==> src/rtl/ahb3lite_mem_arbiter_if.sv <==
// ahb3lite_mem_arbiter_if
//   Bus bundle between two slave-side requesters, the arbiter and the
//   single-port memory.
//   Requester side : req_i, we_i, lock_i, addr_i, wdata_i  -> arbiter
//                    grant_o, ack_o, rvalid_o, err_o, rdata_o <- arbiter
//   Memory side    : READ_addr, read_flag, WRITE_addr, write_flag, HWDATA -> memory
//                    HRDATA <- memory (combinational read data)
//   Modports: slave  = arbiter view
//             master = requester/memory environment view
interface ahb3lite_mem_arbiter_if;
  logic [1:0]       req_i;
  logic [1:0]       we_i;
  logic [1:0]       lock_i;
  logic [1:0][31:0] addr_i;
  logic [1:0][31:0] wdata_i;
  logic [1:0]       grant_o;
  logic [1:0]       ack_o;
  logic [1:0]       rvalid_o;
  logic [1:0]       err_o;
  logic [31:0]      rdata_o;
  logic [31:0]      READ_addr;
  logic             read_flag;
  logic [31:0]      HRDATA;
  logic [31:0]      WRITE_addr;
  logic             write_flag;
  logic [31:0]      HWDATA;

  modport slave (
    input  req_i, we_i, lock_i, addr_i, wdata_i, HRDATA,
    output grant_o, ack_o, rvalid_o, err_o, rdata_o,
           READ_addr, read_flag, WRITE_addr, write_flag, HWDATA
  );

  modport master (
    output req_i, we_i, lock_i, addr_i, wdata_i, HRDATA,
    input  grant_o, ack_o, rvalid_o, err_o, rdata_o,
           READ_addr, read_flag, WRITE_addr, write_flag, HWDATA
  );
endinterface

==> src/rtl/ahb3lite_mem_arbiter.sv <==
// ahb3lite_mem_arbiter
//   Round-robin arbiter sharing one single-port memory between two
//   requesters, with a bounded lock so an owner can keep the memory for up
//   to MAX_BURST consecutive granted cycles. One memory access per cycle;
//   read data and completion pulses come back registered one cycle later.
//
//   Parameters: DEPTH     memory depth in 32-bit words (power of two)
//               MAX_BURST max granted cycles per locked tenure (1..15)
//   Ports:      HCLK      clock, rising edge
//               HRESET    synchronous active-high reset
//               bus       ahb3lite_mem_arbiter_if.slave (requester + memory side)
//
//   Optional feature: define MEM_ARB_ADDR_CHECK_EN to reject beats whose
//   address is >= DEPTH (acked, memory untouched, err_o pulse). Without it
//   the address wraps modulo DEPTH and err_o is tied to 0.
//
//   Grant state (grant_q):
//     state | meaning
//     00    | idle, no owner
//     01    | requester 0 owns the memory
//     10    | requester 1 owns the memory
module ahb3lite_mem_arbiter #(
  parameter int unsigned DEPTH     = 4096,
  parameter int unsigned MAX_BURST = 4
) (
  input logic                  HCLK,
  input logic                  HRESET,
  ahb3lite_mem_arbiter_if.slave bus
);

  localparam logic [31:0] ADDR_MASK = 32'(DEPTH - 1);
  localparam logic [4:0]  BURST_LIM = 5'(MAX_BURST);

  logic [1:0]  grant_q, grant_d;
  logic        last_owner_q, last_owner_d;
  logic [3:0]  tenure_q, tenure_d;
  logic [1:0]  rvalid_q, rvalid_d;
  logic [1:0]  err_q, err_d;
  logic [31:0] rdata_q, rdata_d;

  logic        owner;
  logic [1:0]  ack;
  logic        acc;
  logic        owner_we;
  logic [31:0] owner_addr;
  logic [31:0] eff_addr;
  logic        addr_ok;
  logic        mem_en;
  logic        keep;

  // grant_q is one-hot, so bit 1 alone identifies the owner when granted.
  assign owner = grant_q[1];

  always_comb begin
    ack        = grant_q & bus.req_i;
    acc        = |ack;
    owner_we   = bus.we_i[owner];
    owner_addr = bus.addr_i[owner];
    eff_addr   = owner_addr & ADDR_MASK;
`ifdef MEM_ARB_ADDR_CHECK_EN
    addr_ok    = (owner_addr < 32'(DEPTH));
`else
    addr_ok    = 1'b1;
`endif
    // Memory is only touched by an accepted, in-range beat outside reset.
    mem_en     = acc & addr_ok & ~HRESET;
  end

  assign bus.ack_o      = ack;
  assign bus.read_flag  = mem_en & ~owner_we;
  assign bus.write_flag = mem_en & owner_we;
  assign bus.READ_addr  = mem_en ? eff_addr : 32'd0;
  assign bus.WRITE_addr = mem_en ? eff_addr : 32'd0;
  assign bus.HWDATA     = mem_en ? bus.wdata_i[owner] : 32'd0;

  assign bus.grant_o    = grant_q;
  assign bus.rvalid_o   = rvalid_q;
  assign bus.err_o      = err_q;
  assign bus.rdata_o    = rdata_q;

  always_comb begin
    grant_d      = grant_q;
    last_owner_d = last_owner_q;
    tenure_d     = tenure_q;

    // A locked owner keeps the grant even with req low, until the tenure
    // bound is reached.
    keep = (|grant_q) & bus.lock_i[owner] &
           (({1'b0, tenure_q} + 5'd1) < BURST_LIM);

    if (keep) begin
      tenure_d = tenure_q + 4'd1;
    end else begin
      tenure_d = 4'd0;
      case (bus.req_i)
        2'b11: begin
          grant_d      = last_owner_q ? 2'b01 : 2'b10;
          last_owner_d = ~last_owner_q;
        end
        2'b01: begin
          grant_d      = 2'b01;
          last_owner_d = 1'b0;
        end
        2'b10: begin
          grant_d      = 2'b10;
          last_owner_d = 1'b1;
        end
        default: grant_d = 2'b00;
      endcase
    end

    rvalid_d = ack & ~bus.we_i & {2{addr_ok}};
`ifdef MEM_ARB_ADDR_CHECK_EN
    err_d    = ack & {2{~addr_ok}};
`else
    err_d    = 2'b00;
`endif
    rdata_d  = (mem_en & ~owner_we) ? bus.HRDATA : rdata_q;
  end

  always_ff @(posedge HCLK) begin
    if (HRESET) begin
      grant_q      <= 2'b00;
      last_owner_q <= 1'b1;
      tenure_q     <= 4'd0;
      rvalid_q     <= 2'b00;
      err_q        <= 2'b00;
      rdata_q      <= 32'd0;
    end else begin
      grant_q      <= grant_d;
      last_owner_q <= last_owner_d;
      tenure_q     <= tenure_d;
      rvalid_q     <= rvalid_d;
      err_q        <= err_d;
      rdata_q      <= rdata_d;
    end
  end

endmodule

==> src/flat_wrapper.sv <==
// flat-port wrapper written by rule: the top's interface ports become plain ports
module ahb3lite_mem_arbiter_flat 
#(
  parameter int unsigned DEPTH     = 4096,
  parameter int unsigned MAX_BURST = 4
)
  (HCLK, HRESET, bus_req_i, bus_we_i, bus_lock_i, bus_addr_i, bus_wdata_i, bus_HRDATA, bus_grant_o, bus_ack_o, bus_rvalid_o, bus_err_o, bus_rdata_o, bus_READ_addr, bus_read_flag, bus_WRITE_addr, bus_write_flag, bus_HWDATA);
  ahb3lite_mem_arbiter_if bus_i ();
  input logic HCLK;
  input logic HRESET;
  input wire logic [$bits(bus_i.req_i)-1:0] bus_req_i;
  input wire logic [$bits(bus_i.we_i)-1:0] bus_we_i;
  input wire logic [$bits(bus_i.lock_i)-1:0] bus_lock_i;
  input wire logic [$bits(bus_i.addr_i)-1:0] bus_addr_i;
  input wire logic [$bits(bus_i.wdata_i)-1:0] bus_wdata_i;
  input wire logic [$bits(bus_i.HRDATA)-1:0] bus_HRDATA;
  output wire logic [$bits(bus_i.grant_o)-1:0] bus_grant_o;
  output wire logic [$bits(bus_i.ack_o)-1:0] bus_ack_o;
  output wire logic [$bits(bus_i.rvalid_o)-1:0] bus_rvalid_o;
  output wire logic [$bits(bus_i.err_o)-1:0] bus_err_o;
  output wire logic [$bits(bus_i.rdata_o)-1:0] bus_rdata_o;
  output wire logic [$bits(bus_i.READ_addr)-1:0] bus_READ_addr;
  output wire logic [$bits(bus_i.read_flag)-1:0] bus_read_flag;
  output wire logic [$bits(bus_i.WRITE_addr)-1:0] bus_WRITE_addr;
  output wire logic [$bits(bus_i.write_flag)-1:0] bus_write_flag;
  output wire logic [$bits(bus_i.HWDATA)-1:0] bus_HWDATA;
  assign bus_i.req_i = bus_req_i;
  assign bus_i.we_i = bus_we_i;
  assign bus_i.lock_i = bus_lock_i;
  assign bus_i.addr_i = bus_addr_i;
  assign bus_i.wdata_i = bus_wdata_i;
  assign bus_i.HRDATA = bus_HRDATA;
  assign bus_grant_o = bus_i.grant_o;
  assign bus_ack_o = bus_i.ack_o;
  assign bus_rvalid_o = bus_i.rvalid_o;
  assign bus_err_o = bus_i.err_o;
  assign bus_rdata_o = bus_i.rdata_o;
  assign bus_READ_addr = bus_i.READ_addr;
  assign bus_read_flag = bus_i.read_flag;
  assign bus_WRITE_addr = bus_i.WRITE_addr;
  assign bus_write_flag = bus_i.write_flag;
  assign bus_HWDATA = bus_i.HWDATA;
  ahb3lite_mem_arbiter #(.DEPTH(DEPTH), .MAX_BURST(MAX_BURST)) u_core (.HCLK(HCLK), .HRESET(HRESET), .bus(bus_i));
endmodule
==> config.mk <==
export PLATFORM = sky130hd
export DESIGN_NAME = ahb3lite_mem_arbiter_flat
export DESIGN_NICKNAME = d
export VERILOG_FILES = /design/src/rtl/ahb3lite_mem_arbiter_if.sv /design/src/rtl/ahb3lite_mem_arbiter.sv /design/src/flat_wrapper.sv
export SDC_FILE = /design/constraint.sdc
export NUM_CORES = 1
export LEC_CHECK = 0
export BUFFER_PORTS_ARGS = -buffer_cell sky130_fd_sc_hd__buf_2
export CAP_MARGIN = 20
export CORE_AREA = 4 4 116 118
export DETAILED_ROUTE_END_ITERATION = 16
export DIE_AREA = 0 0 120 122
export PLACE_DENSITY_LB_ADDON = 0.12
export SYNTH_ARGS = -nofsm -noshare
export SYNTH_HDL_FRONTEND = slang
export SYNTH_SLANG_ARGS = --single-unit
==> constraint.sdc <==
create_clock -name HCLK -period 2.35 [get_ports HCLK]
set_input_delay 0.705 -clock HCLK [delete_from_list [all_inputs] [get_ports HCLK]]
set_output_delay 0.705 -clock HCLK [all_outputs]
set_load 0.03 [all_outputs]
==> results of run 1 <==
[layout by cell type (no fill, tap or decap), drive strengths merged]
cell / count
ha: 4
a211o: 1
mux2i: 76
inv: 7
nor2: 78
buf: 231
a21oi: 3
conb: 44
nand3: 2
mux2: 1
a21o: 1
nor3: 5
a22oi: 1
or2: 1
clkbuf: 10
dfxtp: 41
nor2b: 1
a2111oi: 1
o21ai: 1
a311oi: 2
and2: 1
nor3b: 1
nand2: 5
a211oi: 1
[metal layers]
| metal | track usage [%] | part of all wire (%) | vias to the layer above | wire, um |
|---|---|---|---|---|
| li1 | - | - | 1335 | - |
| met5 | 0 | 0 | - | 0 |
| met4 | 2.79 | 0.98 | 0 | 87 |
| met3 | 4.13 | 12 | 6 | 1030 |
| met1 | 11.9 | 36 | 1182 | 3170 |
| met2 | 19.3 | 51 | 142 | 4560 |
[critical path: stages]
cell,delay [ns]
sky130_fd_sc_hd__buf_2,0.10
sky130_fd_sc_hd__nand2_2,0.07
sky130_fd_sc_hd__a21o_4,0.26
sky130_fd_sc_hd__clkbuf_16,0.21
sky130_fd_sc_hd__nor2_2,0.13
sky130_fd_sc_hd__buf_6,0.14
[logic make-up (layout without fill, tap and decap cells)]
group                    Yosys count  in the layout
AND/OR/NAND/NOR                   94             94
multiplexers                      77             77
other                              1             44
AO/OA/AOI/OAI                     11             11
adder cells (fa/ha/maj)            4              4
flip-flops                        41             41
buffers and inverters             79            248
[power breakdown]
| part | leakage, nW | switching (W) | internal (W) | total [W] |
|---|---|---|---|---|
| clock | 0.0700 | 0.000250 | 0.000417 | 0.000666 |
| sequential | 0.333 | 0.0000113 | 0.000715 | 0.000726 |
| combinational | 1.68 | 0.000366 | 0.000226 | 0.000592 |
[stage by stage]
| stage | total power, W | area (um2) | std cells | hold WS [ns] |
|---|---|---|---|---|
| 3_3_place_gp | 0.00130 | 3890 | 683 | 0.444 |
| 4_1_cts | 0.00201 | 4150 | 690 | 0.462 |
| 2_1_floorplan | 0.00119 | 3050 | 350 | 0.433 |
| 3_5_place_dp | 0.00131 | 3890 | 683 | 0.453 |
| 6_report | 0.00198 | 4270 | 691 | 0.461 |
| 5_1_grt | 0.00210 | 4270 | 691 | 0.475 |
[Yosys cell counts (all sizes together) (2+ instances only)]
| cell | n | area share (%) |
|---|---|---|
| a311oi | 2 | 0.66 |
| nand3 | 2 | 0.38 |
| mux2i | 76 | 29 |
| nor3 | 5 | 0.95 |
| inv | 7 | 1.0 |
| a21oi | 3 | 0.57 |
| buf | 63 | 18 |
| ha | 4 | 1.9 |
| nand2 | 5 | 0.71 |
| dfxtp | 41 | 31 |
| clkbuf | 9 | 1.3 |
| nor2 | 78 | 11 |
[sequential cells by signal (all words and copies together) (netlist names)]
name and flops:
u_core.bus.rdata_o 32, u_core.tenure_q 4, u_core.bus.grant_o 2, u_core.bus.rvalid_o 2
u_core.last_owner_q 1
[worst min-delay path by stage]
stage                             from                 end  slack [ns]  cells past startpoint
global route        u_core.tenure_q[0]  u_core.tenure_q[0]        0.48                      1
global placement    u_core.tenure_q[0]  u_core.tenure_q[0]        0.44                      1
CTS                 u_core.tenure_q[0]  u_core.tenure_q[0]        0.46                      1
floorplan           u_core.tenure_q[0]  u_core.tenure_q[0]        0.43                      1
finish              u_core.tenure_q[0]  u_core.tenure_q[0]        0.46                      1
detailed placement  u_core.tenure_q[0]  u_core.tenure_q[0]        0.45                      1
[layout make-up]
class / instances / area (um2)
inverter: 7 / 26.3
multi-input combinational: 230 / 1630
fill: 1357 / 8200
sequential: 41 / 822
timing repair buffer: 234 / 1430
clock buffer: 7 / 143
tap: 172 / 215
[repair_timing]
action | 4_1_cts | 5_1_grt
cloned | 0 | 1
resized for setup | 45 | 28
setup endpoints to repair | 42 | 56
pin swaps | 0 | 1
==> reports/metrics.csv, run 1 <==
metric;value;unit
synth.cell_area;2640;um2
path_class;primary input to output port;
timing.max_slew.rel_slack;64.6;%
ys_seq_elements;41;
totalWireLength;8.85;mm
yosys-mux-area-fraction;29.4;%
grt_use_total;10.7;%
tritoncts;built;
r2r_setup_slack;0.47;ns
synth-simple-area-share;14.1;%
area_growth_syn_to_layout;61.6;%
syn_area_per_cell;8.60;um2
initial_utilization;21.2;%
r2r-start;u_core.bus.grant_o[1];
std_cell_rows;41;
synth_edf_count;0;
place_congestion;0.756;
synth_ff_type;sky130_fd_sc_hd__dfxtp_1;
power_density;465;nW/um2
post-cts-setup-buffer-count;0;
cts_num_sinks;41;
pin_count_of_the_biggest_net_entering_global_routing;48;
hold_class;flop to flop;
synth-async-reset-ratio;0;%
max_cap_violations;0;
period_minus_slack;2.32;ns
fin_tns_setup;0;ns
ant_nets;0;
synth_top_family_by_area;multiplexers;
timing.rr.end;u_core.bus.rdata_o[24];
cts_hold_buffers;0;
detail_route.first_pass.iterations;4;
dr_total_vias;2665;
worst_ep_required_time;1.64;ns
design.portCount;306;
global_route.overflow_total;0;
worst_pin_slew;0.531;ns
clock_tree.root_cell;sky130_fd_sc_hd__clkbuf_16;
final_util;34.2;%
finalSetupViolCount;0;
report.final.hold_viol_count;0;
layout.nets;691;
total_leakage_power;2.08;nW
timing.clock.skew;0.00139;ns
hpwlAfterDp;7.10;mm
ys_types;27;
result_of_the_run;complete, no violations;
data_arrival_time_of_the_worst_path;1.62;ns
layout_cells_sized_above_1;56.1;%
post_synth_xor_area_fraction;0;%
crit_path_max_fanout;16;
worst_setup_path_startpoint;bus_req_i[0];
clk_path_buf_depth;2;
cts_htree_levels;2;
initial_antenna_violation_count;0;
clk-insertion-delay-late;0.28;ns
die_y;122;um
setup_ws;0.0278;ns
syn_inst;307;
cts.clk_slew.worst_paths;0.06;ns
diodes;0;
tritoncts.num_buffers;5;
layout_worst_path_cycle_share;98.8;%
global_route_wire_length_before_repair;12.7;mm
critPathCaptureType;output port;
critPathCapture;bus_HWDATA[8];
ys.warnings.count;0;
worstSetupStartpointType;primary input;
drc;0;
drtIter0Drc;84;
synth_compound_gate_area_share;3.41;%
die_x;120;um
io_buffers;223;
design.core.area;12500;um2
final_max_tran_viols;0;
via_count_of_the_first_global_routing_pass;2536;
avgViaCountPerCell;3.86;
floorplan.die_area;14600;um2
worstRegToRegCells;5;
clock.fmax;0.431;GHz
ys_seq_area_share;31.1;%
adder_cell_share_of_the_synthesized_area;1.90;%
rsz0062_at_grt;yes;
placement.setup.worst_slack;-0.0384;ns
wl_per_cell;12.8;um
irDropWorstVdd;0.388;mV
No activity file was read; power rests on OpenSTA's default activity.
==> inputs of run 2 (changes only) <==
--- a/config.mk
+++ b/config.mk
@@ -11,6 +11,7 @@
 export DETAILED_ROUTE_END_ITERATION = 16
 export DIE_AREA = 0 0 120 122
 export PLACE_DENSITY_LB_ADDON = 0.12
+export REMOVE_ABC_BUFFERS = 1
 export SYNTH_ARGS = -nofsm -noshare
 export SYNTH_HDL_FRONTEND = slang
 export SYNTH_SLANG_ARGS = --single-unit
==> reports/metrics.csv, run 2 (synthesis results as in run 1) <==
metric;value;unit
final_util;33.8;%
layout_common_cells;169 x sky130_fd_sc_hd__buf_2, 76 x sky130_fd_sc_hd__mux2i_1, 59 x sky130_fd_sc_hd__nor2_1;
worst_pin_slew;0.549;ns
path_class;primary input to output port;
ant_nets;0;
drtIter0Drc;71;
io_buffers;223;
report.final.hold_viol_count;0;
worstSetupStartpointType;primary input;
global_route.overflow_total;0;
area_growth_syn_to_layout;59.6;%
avgViaCountPerCell;3.84;
diodes;0;
design.portCount;306;
hold_class;flop to flop;
crit_path_max_fanout;2;
pnr_total_power;0.00199;W
cts_hold_buffers;0;
via_count_of_the_first_global_routing_pass;2640;
layout_worst_path_cycle_share;98.5;%
period_minus_slack;2.31;ns
layout.nets;693;
initial_utilization;21.2;%
largest_register_ffs;32;
tritoncts.num_buffers;5;
initial_antenna_violation_count;0;
die_x;120;um
pin_count_of_the_biggest_net_entering_global_routing;41;
hpwlAfterDp;7.38;mm
irDropWorstVdd;0.212;mV
detail_route.first_pass.iterations;4;
totalWireLength;8.98;mm
floorplan.die_area;14600;um2
final_max_tran_viols;0;
cts_num_sinks;41;
clk-insertion-delay-late;0.28;ns
clock_tree.root_cell;sky130_fd_sc_hd__clkbuf_16;
total_leakage_power;2.09;nW
layout_cells_sized_above_1;51.5;%
tritoncts;built;
std_cell_rows;41;
power_density;472;nW/um2
global_route_wire_length_before_repair;13.1;mm
dr_total_vias;2666;
post-cts-setup-buffer-count;0;
finalSetupViolCount;0;
timing.max_slew.rel_slack;63.4;%
result_of_the_run;complete, no violations;
design.core.area;12500;um2
die_y;122;um
clock.fmax;0.432;GHz
place_congestion;0.723;
clk_path_buf_depth;2;
grt_use_total;11.1;%
wl_per_cell;12.9;um
max_cap_violations;0;
cts_htree_levels;2;
drc;0;
critPathCaptureType;output port;
timing.clock.skew;0.00213;ns
cts.clk_slew.worst_paths;0.06;ns
worst_ep_required_time;1.64;ns
holdWs;0.456;ns
mostFrequentLayoutCell;sky130_fd_sc_hd__buf_2;
data_arrival_time_of_the_worst_path;1.61;ns
==> run 2: changes by cell type in the layout (fill, tap and decap cells not counted), moves of 2 or more <==
cell	before	now
sky130_fd_sc_hd__nor2_1	35	59
sky130_fd_sc_hd__nor2_2	34	11
sky130_fd_sc_hd__buf_4	35	47
sky130_fd_sc_hd__buf_2	175	169
sky130_fd_sc_hd__clkbuf_4	2	0
sky130_fd_sc_hd__mux2i_1	74	76
sky130_fd_sc_hd__mux2i_2	2	0
==> run 2: worst paths after layout <==
| check | slack (ns) | start | cells after the start | end |
|---|---|---|---|---|
| max | 0.04 | bus_we_i[0] | 4 | bus_read_flag |
| max reg2reg | 0.39 | u_core.bus.grant_o[1] | 5 | u_core.bus.rdata_o[5] |
| min reg2reg | 0.46 | u_core.tenure_q[0] | 1 | u_core.tenure_q[0] |
| min | 0.46 | u_core.tenure_q[0] | 1 | u_core.tenure_q[0] |
==> run 2: where the power goes <==
part           total, W  switching, W  leakage [nW]  internal (W)
Clock          0.000685      0.000264        0.0768      0.000422
Sequential     0.000727     0.0000131         0.333      0.000714
Combinational  0.000578      0.000354          1.68      0.000224
==> run 2: worst max-delay path, cell delays in order <==
cell                       delay (ns)
sky130_fd_sc_hd__buf_2           0.10
sky130_fd_sc_hd__mux2_4          0.29
sky130_fd_sc_hd__a211oi_4        0.25
sky130_fd_sc_hd__buf_2           0.26
==> run 2: timing repair <==
item                       CTS  global route
pin swaps                    1             0
setup endpoints to repair   43            58
resized for setup           24           115
==> run 2: metrics by stage <==
| stage | setup slack, ns | TNS, ns | std cells | cell area, um2 |
|---|---|---|---|---|
| 2_1_floorplan | -2.34 | -190.47 | 278 | 2300 |
| 3_3_place_gp | -0.0979 | -2.33 | 686 | 3760 |
| 3_5_place_dp | -0.0772 | -1.40 | 686 | 3760 |
| 4_1_cts | -0.0284 | -0.242 | 694 | 3980 |
| 5_1_grt | -0.00200 | -0.00387 | 694 | 4210 |
| 6_report | 0.0352 | 0 | 694 | 4210 |
==> run 2: layout make-up <==
class / count / area (um2)
Fill cell: 1346 / 8250
Multi-Input combinational cell: 230 / 1550
Timing Repair Buffer: 236 / 1440
Sequential cell: 41 / 825
Tap cell: 172 / 215
Clock buffer: 6 / 139
Inverter: 7 / 26.3
Clock inverter: 2 / 13.8
==> run 2: per-layer routing <==
metal | global-route usage [%] | share of wire (%)
met1 | 12.6 | 37
met2 | 20.1 | 51
met3 | 4.04 | 11
met4 | 2.15 | 0.87
met5 | 0 | 0
==> inputs of run 3 (changes only) <==
--- a/config.mk
+++ b/config.mk
@@ -5,6 +5,7 @@
 export SDC_FILE = /design/constraint.sdc
 export NUM_CORES = 1
 export LEC_CHECK = 0
+export ABC_AREA = 1
 export BUFFER_PORTS_ARGS = -buffer_cell sky130_fd_sc_hd__buf_2
 export CAP_MARGIN = 20
 export CORE_AREA = 4 4 116 118
==> reports/metrics.csv, run 3 <==
metric;value;unit
cts_htree_levels;2;
synth-async-reset-ratio;0;%
hpwlAfterDp;8.31;mm
synth_area_leaders;sky130_fd_sc_hd__dfxtp_1 32%, sky130_fd_sc_hd__buf_4 16%, sky130_fd_sc_hd__nand2_1 15%;
final_max_tran_viols;0;
ys_seq_elements;41;
hold_class;flop to flop;
finalSetupViolCount;18;
synth_ff_type;sky130_fd_sc_hd__dfxtp_1;
grt_use_total;13.0;%
combPwrFrac;32.0;%
sequential_cell_area;822;um2
synth_edf_count;0;
slowest_delay;0.20;ns
global_route.overflow_total;0;
floorplan.die_area;14600;um2
path_class;primary input to output port;
dp_cells;775;
data_arrival_time_of_the_worst_path;1.70;ns
result_of_the_run;complete, but fails checks;
dr_total_vias;3183;
failed_checks;negative setup slack;
max_cap_violations;0;
critPathCaptureType;output port;
clock_tree.root_cell;sky130_fd_sc_hd__clkbuf_16;
die_x;120;um
largest_register_ffs;32;
pnr_total_power;0.00228;W
pin_count_of_the_biggest_net_entering_global_routing;48;
synth.cell_area;2570;um2
ant_nets;0;
internal_power;0.00151;W
rsz0062_at_grt;yes;
clkPwrFrac;35.4;%
post-cts-setup-buffer-count;0;
design.portCount;306;
worst_ep_required_time;1.64;ns
die_y;122;um
mostFrequentLayoutCell;sky130_fd_sc_hd__buf_2;
timing.clock.skew;0.00587;ns
biggest_area_consumer_among_synthesized_cells;sky130_fd_sc_hd__dfxtp_1;
final-instance-count-excl-fill;787;
worstSetupStartpointType;primary input;
drtIter0Drc;140;
io_buffers;223;
cts_hold_buffers;0;
ys_seq_area_share;32.0;%
report.final.hold_viol_count;0;
avgViaCountPerCell;4.04;
multiInputGateArea;1610;um2
total_leakage_power;2.29;nW
ys_types;25;
tritoncts;built;
setup_ws;-0.0535;ns
ys.warnings.count;0;
switching_power;0.000771;W
global_route_wire_length_before_repair;15.2;mm
layout_common_cells;164 x sky130_fd_sc_hd__buf_2, 103 x sky130_fd_sc_hd__nand2_1, 68 x sky130_fd_sc_hd__nor2_1;
tritoncts.num_buffers;5;
cts_num_sinks;41;
layout.nets;785;
n_fill_cell;1337;
syn_inst;400;
yosys-mux-area-fraction;0;%
finish.instance_area;4510;um2
synth_compound_gate_area_share;16.1;%
critical_path.n_buffers_inverters;4;
synth-simple-area-share;28.1;%
drc;0;
clock.fmax;0.416;GHz
totalWireLength;11.2;mm
initial_utilization;20.6;%
cts.clk_slew.worst_paths;0.06;ns
layout_worst_path_cycle_share;102;%
crit_path_max_fanout;8;
critical_path.slowest_cell;sky130_fd_sc_hd__clkbuf_16;
swShare;33.7;%
clk-insertion-delay-late;0.28;ns
via_count_of_the_first_global_routing_pass;2836;
synth_commonest_cells;104 x sky130_fd_sc_hd__nand2_1, 68 x sky130_fd_sc_hd__nor2_1, 54 x sky130_fd_sc_hd__buf_4, 45 x sky130_fd_sc_hd__a21oi_1, 41 x sky130_fd_sc_hd__dfxtp_1;
wl_per_cell;14.2;um
adder_cell_share_of_the_synthesized_area;1.95;%
synth_top_area_share;32.0;%
synth_top_family_by_area;simple AND/OR/NAND/NOR gates;
layout_cells_sized_above_1;47.7;%
critical_path_cell_by_cell;buf_8 -> nand2_4 -> a21oi_4 -> clkinv_4 -> clkbuf_16 -> a21oi_2 -> buf_4;
syn_area_per_cell;6.42;um2
design.core.area;12500;um2
irDropWorstVdd;0.359;mV
critPathTopFamily;buffers and inverters;
area_growth_syn_to_layout;75.7;%
placement.setup.worst_slack;-0.131;ns
power_density;506;nW/um2
std_cell_rows;41;
synth.most_common_cell;sky130_fd_sc_hd__nand2_1;
p_seq_share;32.6;%
post_dp_cell_area;3700;um2
detail_route.first_pass.iterations;4;
place_congestion;0.790;
initial_antenna_violation_count;3;
period_minus_slack;2.40;ns
post_synth_xor_area_fraction;0;%
clk_path_buf_depth;2;
==> run 3: what timing repair did <==
| item | in CTS | in global routing |
|---|---|---|
| setup endpoints to repair | 45 | 57 |
| pin swaps | 1 | 1 |
| gates resized for setup | 57 | 119 |
| gates cloned | 0 | 3 |
==> run 3: through the flow <==
stage               setup TNS (ns)  util (%)  hold WS, ns
finish                      -0.368      36.2        0.457
global route                 -2.86      36.2        0.497
CTS                         -0.592      32.4        0.465
detailed placement           -2.06      29.6        0.457
global placement             -1.52      29.6        0.438
floorplan                   -72.09         -        0.427
==> run 3: logic make-up after synthesis <==
group | Yosys count
adders and majority gates | 4
AOI/OAI and AO/OA | 81
buffers and inverters | 88
and+or+nand+nor | 185
DFF | 41
other | 1
==> run 3: area by class of cell <==
cell class | count | area share (%)
repair buffers | 239 | 36.2
multi-input cells | 314 | 35.7
well taps | 172 | 4.77
flip-flops and latches | 41 | 18.2
clock buffers | 6 | 3.08
inverters | 12 | 1.14
clock inverters | 2 | 0.832
diodes | 1 | 0.0554
==> run 3: path summary, 6_finish.rpt <==
| check | from | end | slack, ns | depth (start not counted) |
|---|---|---|---|---|
| worst max-delay path | bus_req_i[0] | bus_WRITE_addr[11] | -0.05 | 7 |
| worst min-delay path | u_core.tenure_q[0] | u_core.tenure_q[0] | 0.46 | 1 |
| worst max register to register | u_core.bus.grant_o[1] | u_core.bus.rdata_o[2] | 0.74 | 8 |
| worst min register to register | u_core.tenure_q[0] | u_core.tenure_q[0] | 0.46 | 1 |
==> run 3: power groups by stage <==
stage / clock [W] / sequential [W] / combinational [W]
2_1_floorplan: 0 / 0.000818 / 0.000314
3_3_place_gp: 0 / 0.000758 / 0.000617
3_5_place_dp: 0 / 0.000759 / 0.000623
4_1_cts: 0.000842 / 0.000744 / 0.000650
5_1_grt: 0.000868 / 0.000748 / 0.000792
6_report: 0.000809 / 0.000744 / 0.000732
==> run 3: layer usage <==
layer	GRT usage, %	routed length (um)	share of wire, %
met5	0	23	0.21
met4	2.58	64	0.57
met3	5.34	1250	11
met2	24.3	5890	53
met1	13.7	3950	35
